## config.mk

```make
export PLATFORM = sky130hd
export DESIGN_NAME = sdram_arbiter
export DESIGN_NICKNAME = d
export VERILOG_FILES = /design/src/rtl/alice4_mem_pkg.sv /design/src/rtl/read_tag_fifo.sv /design/src/rtl/sdram_arbiter.sv
export SDC_FILE = /design/constraint.sdc
export NUM_CORES = 1
export LEC_CHECK = 0
export ABC_AREA = 1
export ABC_CLOCK_PERIOD_IN_PS = 7300
export CORE_AREA = 3 3 245 247
export CTS_CLUSTER_DIAMETER = 40
export CTS_CLUSTER_SIZE = 24
export DETAILED_ROUTE_END_ITERATION = 16
export DIE_AREA = 0 0 248 250
export HOLD_SLACK_MARGIN = 0.08
export MAX_ROUTING_LAYER = met4
export PLACE_DENSITY = 0.48
export REMOVE_ABC_BUFFERS = 1
export SLEW_MARGIN = 10
export SYNTH_ARGS = -nofsm -noshare
export SYNTH_HDL_FRONTEND = slang
export SYNTH_SLANG_ARGS = --single-unit
export TNS_END_PERCENT = 5
```

## constraint.sdc

```tcl
create_clock -name clock -period 7.3 [get_ports clock]
set_input_delay 1.46 -clock clock [delete_from_list [all_inputs] [get_ports clock]]
set_output_delay 1.46 -clock clock [all_outputs]
set_load 0.05 [all_outputs]
```

## src/rtl/alice4_mem_pkg.sv

```systemverilog
// Shared memory-side types for the alice4 SDRAM path.
// Widths, grant state and read-tag layout.
package alice4_mem_pkg;

  localparam int ADDR_W  = 29;
  localparam int DATA_W  = 64;
  localparam int BURST_W = 8;

  typedef enum logic [1:0] {
    GNT_NONE = 2'd0,
    GNT_M0   = 2'd1,
    GNT_M1   = 2'd2
  } gnt_e;

  typedef enum logic {
    PORT_M0 = 1'b0,
    PORT_M1 = 1'b1
  } port_e;

  typedef struct packed {
    port_e               port;
    logic [BURST_W-1:0]  burst;
  } rd_tag_t;

endpackage

```

## src/rtl/read_tag_fifo.sv

```systemverilog
// In-order FIFO of outstanding read tags {port, burstcount}.
// Head is the read whose data is currently returning.
module read_tag_fifo
  import alice4_mem_pkg::*;
#(
  parameter int DEPTH = 4
) (
  input  logic       clock,
  input  logic       reset,
  input  logic       push,
  input  rd_tag_t    din,
  input  logic       pop,
  output rd_tag_t    head,
  output logic       full,
  output logic       empty,
  output logic [4:0] count
);

  localparam int PW = (DEPTH > 1) ? $clog2(DEPTH) : 1;
  localparam logic [PW-1:0] LAST = PW'(DEPTH - 1);

  rd_tag_t       mem [2**PW];
  logic [PW-1:0] wr_ptr;
  logic [PW-1:0] rd_ptr;

  function automatic logic [PW-1:0] nxt(
    input logic [PW-1:0] p
  );
    return (p == LAST) ? '0 : p + 1'b1;
  endfunction

  assign head  = mem[rd_ptr];
  assign full  = (count == 5'(DEPTH));
  assign empty = (count == 5'd0);

  always_ff @(posedge clock) begin
    if (push)
      mem[wr_ptr] <= din;
  end

  always_ff @(posedge clock or posedge reset) begin
    if (reset) begin
      wr_ptr <= '0;
      rd_ptr <= '0;
      count  <= '0;
    end else begin
      if (push)
        wr_ptr <= nxt(wr_ptr);
      if (pop)
        rd_ptr <= nxt(rd_ptr);
      unique case ({push, pop})
        2'b10:   count <= count + 5'd1;
        2'b01:   count <= count - 5'd1;
        default: count <= count;
      endcase
    end
  end

endmodule

```

## src/rtl/sdram_arbiter.sv

```systemverilog
// Two-port SDRAM Avalon-MM arbiter: fixed priority m0, starvation-bounded m1.
// Define SDRAM_ARBITER_STATS_EN to build the debug_value* counters.
module sdram_arbiter
  import alice4_mem_pkg::*;
#(
  parameter int MAX_PENDING  = 4,
  parameter int STARVE_LIMIT = 16
) (
  input  logic               clock,
  input  logic               reset,
  input  logic [ADDR_W-1:0]  m0_address,
  input  logic [BURST_W-1:0] m0_burstcount,
  input  logic               m0_read,
  input  logic               m0_write,
  input  logic [DATA_W-1:0]  m0_writedata,
  input  logic [7:0]         m0_byteenable,
  output logic               m0_waitrequest,
  output logic [DATA_W-1:0]  m0_readdata,
  output logic               m0_readdatavalid,
  input  logic [ADDR_W-1:0]  m1_address,
  input  logic [BURST_W-1:0] m1_burstcount,
  input  logic               m1_read,
  input  logic               m1_write,
  input  logic [DATA_W-1:0]  m1_writedata,
  input  logic [7:0]         m1_byteenable,
  output logic               m1_waitrequest,
  output logic [DATA_W-1:0]  m1_readdata,
  output logic               m1_readdatavalid,
  output logic [ADDR_W-1:0]  s_address,
  output logic [BURST_W-1:0] s_burstcount,
  output logic               s_read,
  output logic               s_write,
  output logic [DATA_W-1:0]  s_writedata,
  output logic [7:0]         s_byteenable,
  input  logic               s_waitrequest,
  input  logic [DATA_W-1:0]  s_readdata,
  input  logic               s_readdatavalid,
  output logic [31:0]        debug_value0,
  output logic [31:0]        debug_value1,
  output logic [31:0]        debug_value2
);

  gnt_e         grant;
  gnt_e         grant_nxt;
  logic [7:0]   starve;
  logic [7:0]   wr_left;
  logic [7:0]   ret_cnt;

  rd_tag_t      head;
  logic         full;
  logic         empty;
  logic [4:0]   pending;

  logic         rd_acc;
  logic         wr_acc;
  logic         wr_last;
  logic         cmd_done;
  logic         ret_valid;
  logic         ret_last;
  logic         pop;
  logic         rd_ok;
  logic         m0_elig;
  logic         m1_elig;
  logic         starve_ok;

  always_comb begin
    s_address    = m0_address;
    s_burstcount = m0_burstcount;
    s_writedata  = m0_writedata;
    s_byteenable = m0_byteenable;
    s_read       = 1'b0;
    s_write      = 1'b0;
    unique case (1'b1)
      grant == GNT_M0: begin
        s_read  = m0_read;
        s_write = m0_write;
      end
      grant == GNT_M1: begin
        s_address    = m1_address;
        s_burstcount = m1_burstcount;
        s_writedata  = m1_writedata;
        s_byteenable = m1_byteenable;
        s_read       = m1_read;
        s_write      = m1_write;
      end
      default: ;
    endcase
  end

  assign m0_waitrequest = !(grant == GNT_M0 && !s_waitrequest);
  assign m1_waitrequest = !(grant == GNT_M1 && !s_waitrequest);

  assign rd_acc  = s_read && !s_waitrequest;
  assign wr_acc  = s_write && !s_waitrequest;
  assign wr_last = (wr_left == 8'd0) ? (s_burstcount <= 8'd1)
                                     : (wr_left == 8'd1);
  assign cmd_done = rd_acc || (wr_acc && wr_last);

  assign ret_valid = s_readdatavalid && !empty;
  assign ret_last  = (ret_cnt + 8'd1) >= head.burst;
  assign pop       = ret_valid && ret_last;

  assign m0_readdatavalid = ret_valid && head.port == PORT_M0;
  assign m1_readdatavalid = ret_valid && head.port == PORT_M1;
  assign m0_readdata = m0_readdatavalid ? s_readdata : '0;
  assign m1_readdata = m1_readdatavalid ? s_readdata : '0;

  // Room is judged after this cycle's push/pop so a handoff never
  // puts a read on the bus that the tag FIFO cannot hold.
  assign rd_ok = (!full || pop) &&
                 !(rd_acc && !pop && pending == 5'(MAX_PENDING - 1));

  assign m0_elig   = m0_write || (m0_read && rd_ok);
  assign m1_elig   = m1_write || (m1_read && rd_ok);
  assign starve_ok = starve < 8'(STARVE_LIMIT);

  always_comb begin
    grant_nxt = grant;
    unique case (1'b1)
      grant == GNT_NONE: begin
        if (m0_elig && starve_ok)
          grant_nxt = GNT_M0;
        else if (m1_elig)
          grant_nxt = GNT_M1;
        else if (m0_elig)
          grant_nxt = GNT_M0;
      end
      cmd_done && grant == GNT_M0:
        grant_nxt = m1_elig ? GNT_M1 : GNT_NONE;
      cmd_done && grant == GNT_M1:
        grant_nxt = m0_elig ? GNT_M0 : GNT_NONE;
      default: ;
    endcase
  end

  always_ff @(posedge clock or posedge reset) begin
    if (reset) begin
      grant   <= GNT_NONE;
      starve  <= '0;
      wr_left <= '0;
      ret_cnt <= '0;
    end else begin
      grant <= grant_nxt;
      if (grant_nxt == GNT_M1)
        starve <= '0;
      else if (m1_elig && grant != GNT_M1 && starve_ok)
        starve <= starve + 8'd1;
      if (wr_acc)
        wr_left <= (wr_left == 8'd0) ? s_burstcount - 8'd1
                                     : wr_left - 8'd1;
      if (ret_valid)
        ret_cnt <= pop ? 8'd0 : ret_cnt + 8'd1;
    end
  end

  read_tag_fifo #(
    .DEPTH (MAX_PENDING)
  ) u_tags (
    .clock (clock),
    .reset (reset),
    .push  (rd_acc),
    .din   ('{port: (grant == GNT_M1) ? PORT_M1 : PORT_M0,
              burst: s_burstcount}),
    .pop   (pop),
    .head  (head),
    .full  (full),
    .empty (empty),
    .count (pending)
  );

`ifdef SDRAM_ARBITER_STATS_EN
  logic [31:0] cmd_cnt0;
  logic [31:0] cmd_cnt1;

  always_ff @(posedge clock or posedge reset) begin
    if (reset) begin
      cmd_cnt0 <= '0;
      cmd_cnt1 <= '0;
    end else if (cmd_done) begin
      if (grant == GNT_M0)
        cmd_cnt0 <= cmd_cnt0 + 32'd1;
      else
        cmd_cnt1 <= cmd_cnt1 + 32'd1;
    end
  end

  assign debug_value0 = cmd_cnt0;
  assign debug_value1 = cmd_cnt1;
  assign debug_value2 = {8'b0, starve, 4'b0, pending[3:0],
                         6'b0, grant};
`else
  assign debug_value0 = '0;
  assign debug_value1 = '0;
  assign debug_value2 = '0;
`endif

endmodule

```

* Word level (Yosys, flattened, before mapping)
Memory sizes are Yosys's and may differ from the RTL's. Cells that the tools add are included.
Word-level totals: register bits 35, latch bits 0, RAM bits 36, bits in read-only memories 0, bits of input ports 290, word-level logic and storage cells 91, memories kept 1
Memories:
- u_tags.mem | words 4, width 9, rd ports 1, clocked after Yosys merged registers in 0, wr ports 1, line read_tag_fifo.sv:22 | rd_tag_t mem [2**PW];
Cells by class: add/subtract/negate cells 8, $mul 0, divide/modulo/power cells 0, order comparisons 3, equality and inequality tests 11, shift operators 0, multiplexer cells 25, bitwise operators 1, reductions and logical operators 35
Operator list (count):
- $mux W64 | 3
- $mux W8 | 6
- $mux W29 | 1
- $logic_and A1 B1 Y1 | 19
- $add A8 B1 Y8 const B | 2
- $sub A8 B1 Y8 const B | 2
- $mux W2 | 6
- $eq A2 B2 Y1 const B | 5
- $pmux W5 S2 | 1
- $eq A8 B1 Y1 const B | 1
- $ge A8 B8 Y1 | 1
- $le A8 B1 Y1 const B | 1
- $logic_not A8 Y1 | 1
- $lt A8 B5 Y1 const B | 1
- $logic_not A1 Y1 | 7
- $pmux W2 S3 | 1
- $add A5 B1 Y5 const B | 1
- $eq A5 B2 Y1 const B | 1
- $eq A5 B3 Y1 const B | 1
- $logic_not A5 Y1 | 1
- $mux W1 | 5
- $sub A5 B1 Y5 const B | 1
- $add A2 B1 Y2 const B | 2
- $eq A2 B1 Y1 const B | 2
- 6 further kinds | 11

* Depth between registers and ports, before layout
depth after elaboration 17, mapped depth 23, mapped depth without buffers 22

* Hierarchy
From an unflattened synthesis, not the netlist that was laid out.
Unflattened totals: cells, all modules 1104, area total of the unflattened synthesis 6837.8 um^2
Modules (own cells, without submodules):
- sdram_arbiter | instances 1, cells each 933, area each 4869.7 um^2
- read_tag_fifo | instances 1, cells each 171, area each 1968.1 um^2

* Worst setup path after synthesis
Ideal clock, no wire load.
path kind input-to-output, start input port s_readdatavalid, end output port m1_readdata[23], arrival 3333 ps, required time 5840 ps, path slack 2507 ps, cell stages on the path 5, path buffers 1, path through o21ai_4 -> nor2_1 -> inv_2 -> buf_1 -> nor2_1
Between the ends: longest elaborated chain between the ends 3
RTL lines:
- start: declaration | line sdram_arbiter.sv:37 | input logic s_readdatavalid,
- $logic_and A1 B1 Y1 | line sdram_arbiter.sv:99 | assign ret_valid = s_readdatavalid && !empty;
- $logic_and A1 B1 Y1 | line sdram_arbiter.sv:104 | assign m1_readdatavalid = ret_valid && head.port == PORT_M1;
- via m1_readdatavalid | line sdram_arbiter.sv:28 | output logic m1_readdatavalid,
- $mux W64 | line sdram_arbiter.sv:106 | assign m1_readdata = m1_readdatavalid ? s_readdata : '0;
- end: declaration | line sdram_arbiter.sv:27 | output logic [DATA_W-1:0] m1_readdata,
The timed path passes the listed nets, and every way through them passes these cells.

* Final worst setup path
start register u_tags.rd_ptr[0], end output port m1_readdata[61]
Between the ends: longest elaborated chain between the ends 3
RTL lines:
- start: declaration | line read_tag_fifo.sv:24 | logic [PW-1:0] rd_ptr;
- start signal: assignment | line read_tag_fifo.sv:50 | rd_ptr <= nxt(rd_ptr);
- $mem_v2 Z4 W9
- $logic_and A1 B1 Y1 | line sdram_arbiter.sv:104
- $mux W64 | line sdram_arbiter.sv:106
Every way passes these cells.

==> impl_metrics.py <==
metrics = {
    "place": {
        "place_inst": 2331,
        "hpwl_mm": 32.43,
        "placed_area_sq_um": 12550,
        "io_buffers": 532,
        "place_congestion": 0.8498,
    },
    "drt": {
        "detail_route.wl_per_cell_microns": 15.64,
        "drt_pass1_iterations": 4,
        "num_vias": 8026,
        "drtAntennaViolNets": 0,
        "vias_per_cell": 3.414,
        "wirelength_mm": 36.77,
        "drt_iter0_drc": 227,
        "drc": 0,
    },
    "synthesis": {
        "seq_area_frac_synth": 0.2874,
        "synth.distinct_cells": 49,
        "yosys.area.top_type": "nand2_1",
        "syn_inst": 1078,
        "yosys_most_used_dff": "edfxtp_1",
        "synth-edff-count": 36,
        "synth_most_common_cell": "nand2_1",
        "yosysWarnings": 0,
        "syn_area_sq_um": 6809,
        "async_reset_ff_frac": 0.4930,
        "syn_avg_cell_area_sq_um": 6.316,
        "synth_area_leaders": "nand2_1 (22%), edfxtp_1 (16%), dfrtp_1 (13%), buf_4 (12%), nor2_1 (8.8%)",
        "synth.top_cells.by_count": "nand2_1 (399), nor2_1 (159), inv_1 (122)",
        "synth_top_area_frac": 0.2200,
        "ys_seq_elements": 71,
    },
    "sta": {
        "finalCriticalPeriod_ns": 5.395,
        "setup_viol": 0,
        "rsz0062_at_grt": "no",
        "fin_skew_ns": 0.009287,
        "worst-slew-pin-transition_ns": 1.025,
        "timing.fmax_ghz": 0.1854,
        "drv_slew": 0,
        "fin_tns_setup_ns": 0,
        "period_share": 0.7390,
        "hold_violations": 0,
        "max_slew_margin": 0.3159,
    },
    "clocking": {
        "h-tree-depth": 3,
        "clockBufferDepth": 2,
        "cts_buffers": 9,
        "cts_tree": "yes",
        "clk_pin_slew_ns": 0.05,
        "insertion_delay_ns": 0.33,
        "cts_hold_repair.buffers": 0,
        "postCtsResizedCells": 0,
        "cts_setup_buffers": 0,
        "clock_sinks": 71,
        "cts-root-buf": "clkbuf_16",
    },
    "power": {
        "p_switching_mw": 2.752,
        "power_density_nw_per_um2": 358.6,
        "switching_share": 0.5969,
        "p_seq_frac": 0.133,
        "clkPwrFrac": 0.093,
        "power.total_mw": 4.611,
        "p_int_mw": 1.859,
        "p_comb_frac": 0.774,
        "p_leak_nw": 5.807,
        "ir_drop_v": 0.0001949,
    },
    "worst_hold_path": {
        "hold_class": "reg -> reg",
        "min_to": "u_tags.count[4]",
        "hp-start": "u_tags.count[4]",
        "hold_path_depth": 1,
    },
    "setup_path": {
        "cp.required_ns": 5.84,
        "r2r_slack_ns": 3.14,
        "reg2reg_to": "u_tags.count[4]",
        "arrival_ns": 3.94,
        "r2r-start": "u_tags.rd_ptr[0]",
        "critPathKind": "reg -> out",
        "endpoint_kind": "output port",
        "path_max_fanout": 64,
        "ff2ff_path_depth": 21,
        "worstSetupStartpointType": "register",
    },
    "global_routing": {
        "track_usage": 0.1123,
        "overflow": 0,
        "grt_max_degree": 65,
        "grt_first_pass_wirelength_mm": 49.49,
        "grt_pass1_vias": 7655,
        "grt_antenna_before_repair": 5,
    },
    "floorplan": {
        "coreArea_sq_um": 57810,
        "die_h_microns": 250,
        "die-area_sq_um": 62000,
        "initial_core_util": 0.1178,
        "io_pins": 629,
        "chipWidth_microns": 248,
        "num_rows": 88,
    },
    "finish": {
        "design_area_sq_um": 12860,
        "drive_gt1_frac": 0.03224,
        "stdcell_count": 2351,
        "fin_nets": 1895,
        "fillers": 6472,
        "postLayoutCoreUtil": 0.2225,
        "syn_to_final_growth_pct": 88.88,
    },
    "job": {
        "cap_violations": 0,
    },
    "status": {
        "status": "finished, final reports clean",
    },
}
## per-layer routing
| layer | global-route usage | up-vias | part of all wire |
|---|---|---|---|
| li1 | - | 4090 | - |
| met1 | 0.1102 | 3501 | 0.36 |
| met2 | 0.2142 | 412 | 0.53 |
| met3 | 0.02880 | 23 | 0.087 |
| met4 | 0.03335 | 0 | 0.028 |
| met5 | - | - | 0 |
## through the flow
| stage | setup WS [ns] | hold WS, ns |
|---|---|---|
| detailed placement | 2.059 | 0.4860 |
| global route | 1.448 | 0.5090 |
| CTS | 1.868 | 0.4959 |
| finish | 1.905 | 0.4990 |
| floorplan | 1.413 | 0.4513 |
| global placement | 2.107 | 0.4753 |
## worst max path at each step
stage	cells after the start	from	to	slack [ns]
6_report	8	u_tags.rd_ptr[0]	m1_readdata[61]	1.90
3_5_place_dp	6	s_readdatavalid	m0_readdata[1]	2.06
5_1_grt	8	u_tags.rd_ptr[0]	m1_readdata[62]	1.45
2_1_floorplan	6	grant[0]	s_burstcount[1]	1.41
3_3_place_gp	6	s_readdatavalid	m1_readdata[2]	2.11
4_1_cts	8	u_tags.rd_ptr[0]	m1_readdata[28]	1.87
## kinds of logic (layout without fill, tap and decap cells)
group,after synthesis,after routing,synth area share
buf+inv,276,685,0.2117
xor+xnor,14,14,0.01801
simple gates,606,606,0.3515
fa+ha+maj,28,28,0.05255
compound gates,82,82,0.07828
other cells,1,100,0.0005507
flops,71,71,0.2874
## sequential cells by signal, summed over array words and instances, names as in the netlist
name,count
wr_left,8
starve,8
u_tags.rd_ptr,2
grant,2
u_tags.count,5
u_tags.wr_ptr,2
ret_cnt,8
u_tags.mem,36
## placed cells by master (no fill, tap or decap), types with 4 or more instances in the layout
master | Yosys | layout
a21oi_1 | 25 | 25
a32o_1 | 7 | 7
buf_4 | 105 | 5
clkbuf_16 | 0 | 10
clkdlybuf4s50_1 | 0 | 532
clkinv_1 | 3 | 4
conb_1 | 1 | 96
dfrtp_1 | 35 | 35
diode_2 | 0 | 4
edfxtp_1 | 36 | 36
ha_1 | 27 | 26
inv_1 | 122 | 121
inv_2 | 6 | 6
nand2_1 | 399 | 399
nand2_2 | 8 | 8
nand3_1 | 21 | 21
nor2_1 | 159 | 159
nor2_2 | 4 | 4
o21ai_0 | 25 | 25
o22ai_1 | 4 | 4
xor2_1 | 12 | 12
## power by group through the flow
stage	registers [mW]	clock network, mW	logic [mW]
after detailed placement	0.619	0	3.63
after floorplan	0.596	0	2.32
after CTS	0.612	0.447	3.64
final	0.612	0.430	3.57
after global routing	0.626	0.459	3.83
after global placement	0.614	0	3.61
## worst max-delay path, cell delays in order, from the launching register on
cell and delay, ns:
dfrtp_1 0.78, clkinv_1 0.67, nand2_1 0.20, a32oi_1 0.19
inv_1 0.09, nor2_1 0.06, inv_2 0.74, nor2_1 0.09
clkdlybuf4s50_1 0.74
## cell type report
type	count	area, sq um	share of cell area
antenna	4	10.01	0.0007783
clock buffer	13	271.5	0.02111
clock inverter	3	25.02	0.001946
inverter	132	498.0	0.03872
multi-input combinational	826	3780	0.2939
sequential	71	1957	0.1522
tap	765	957.2	0.07442
timing repair buffer	537	5363	0.4170
No activity file was read; power rests on OpenSTA's default activity.
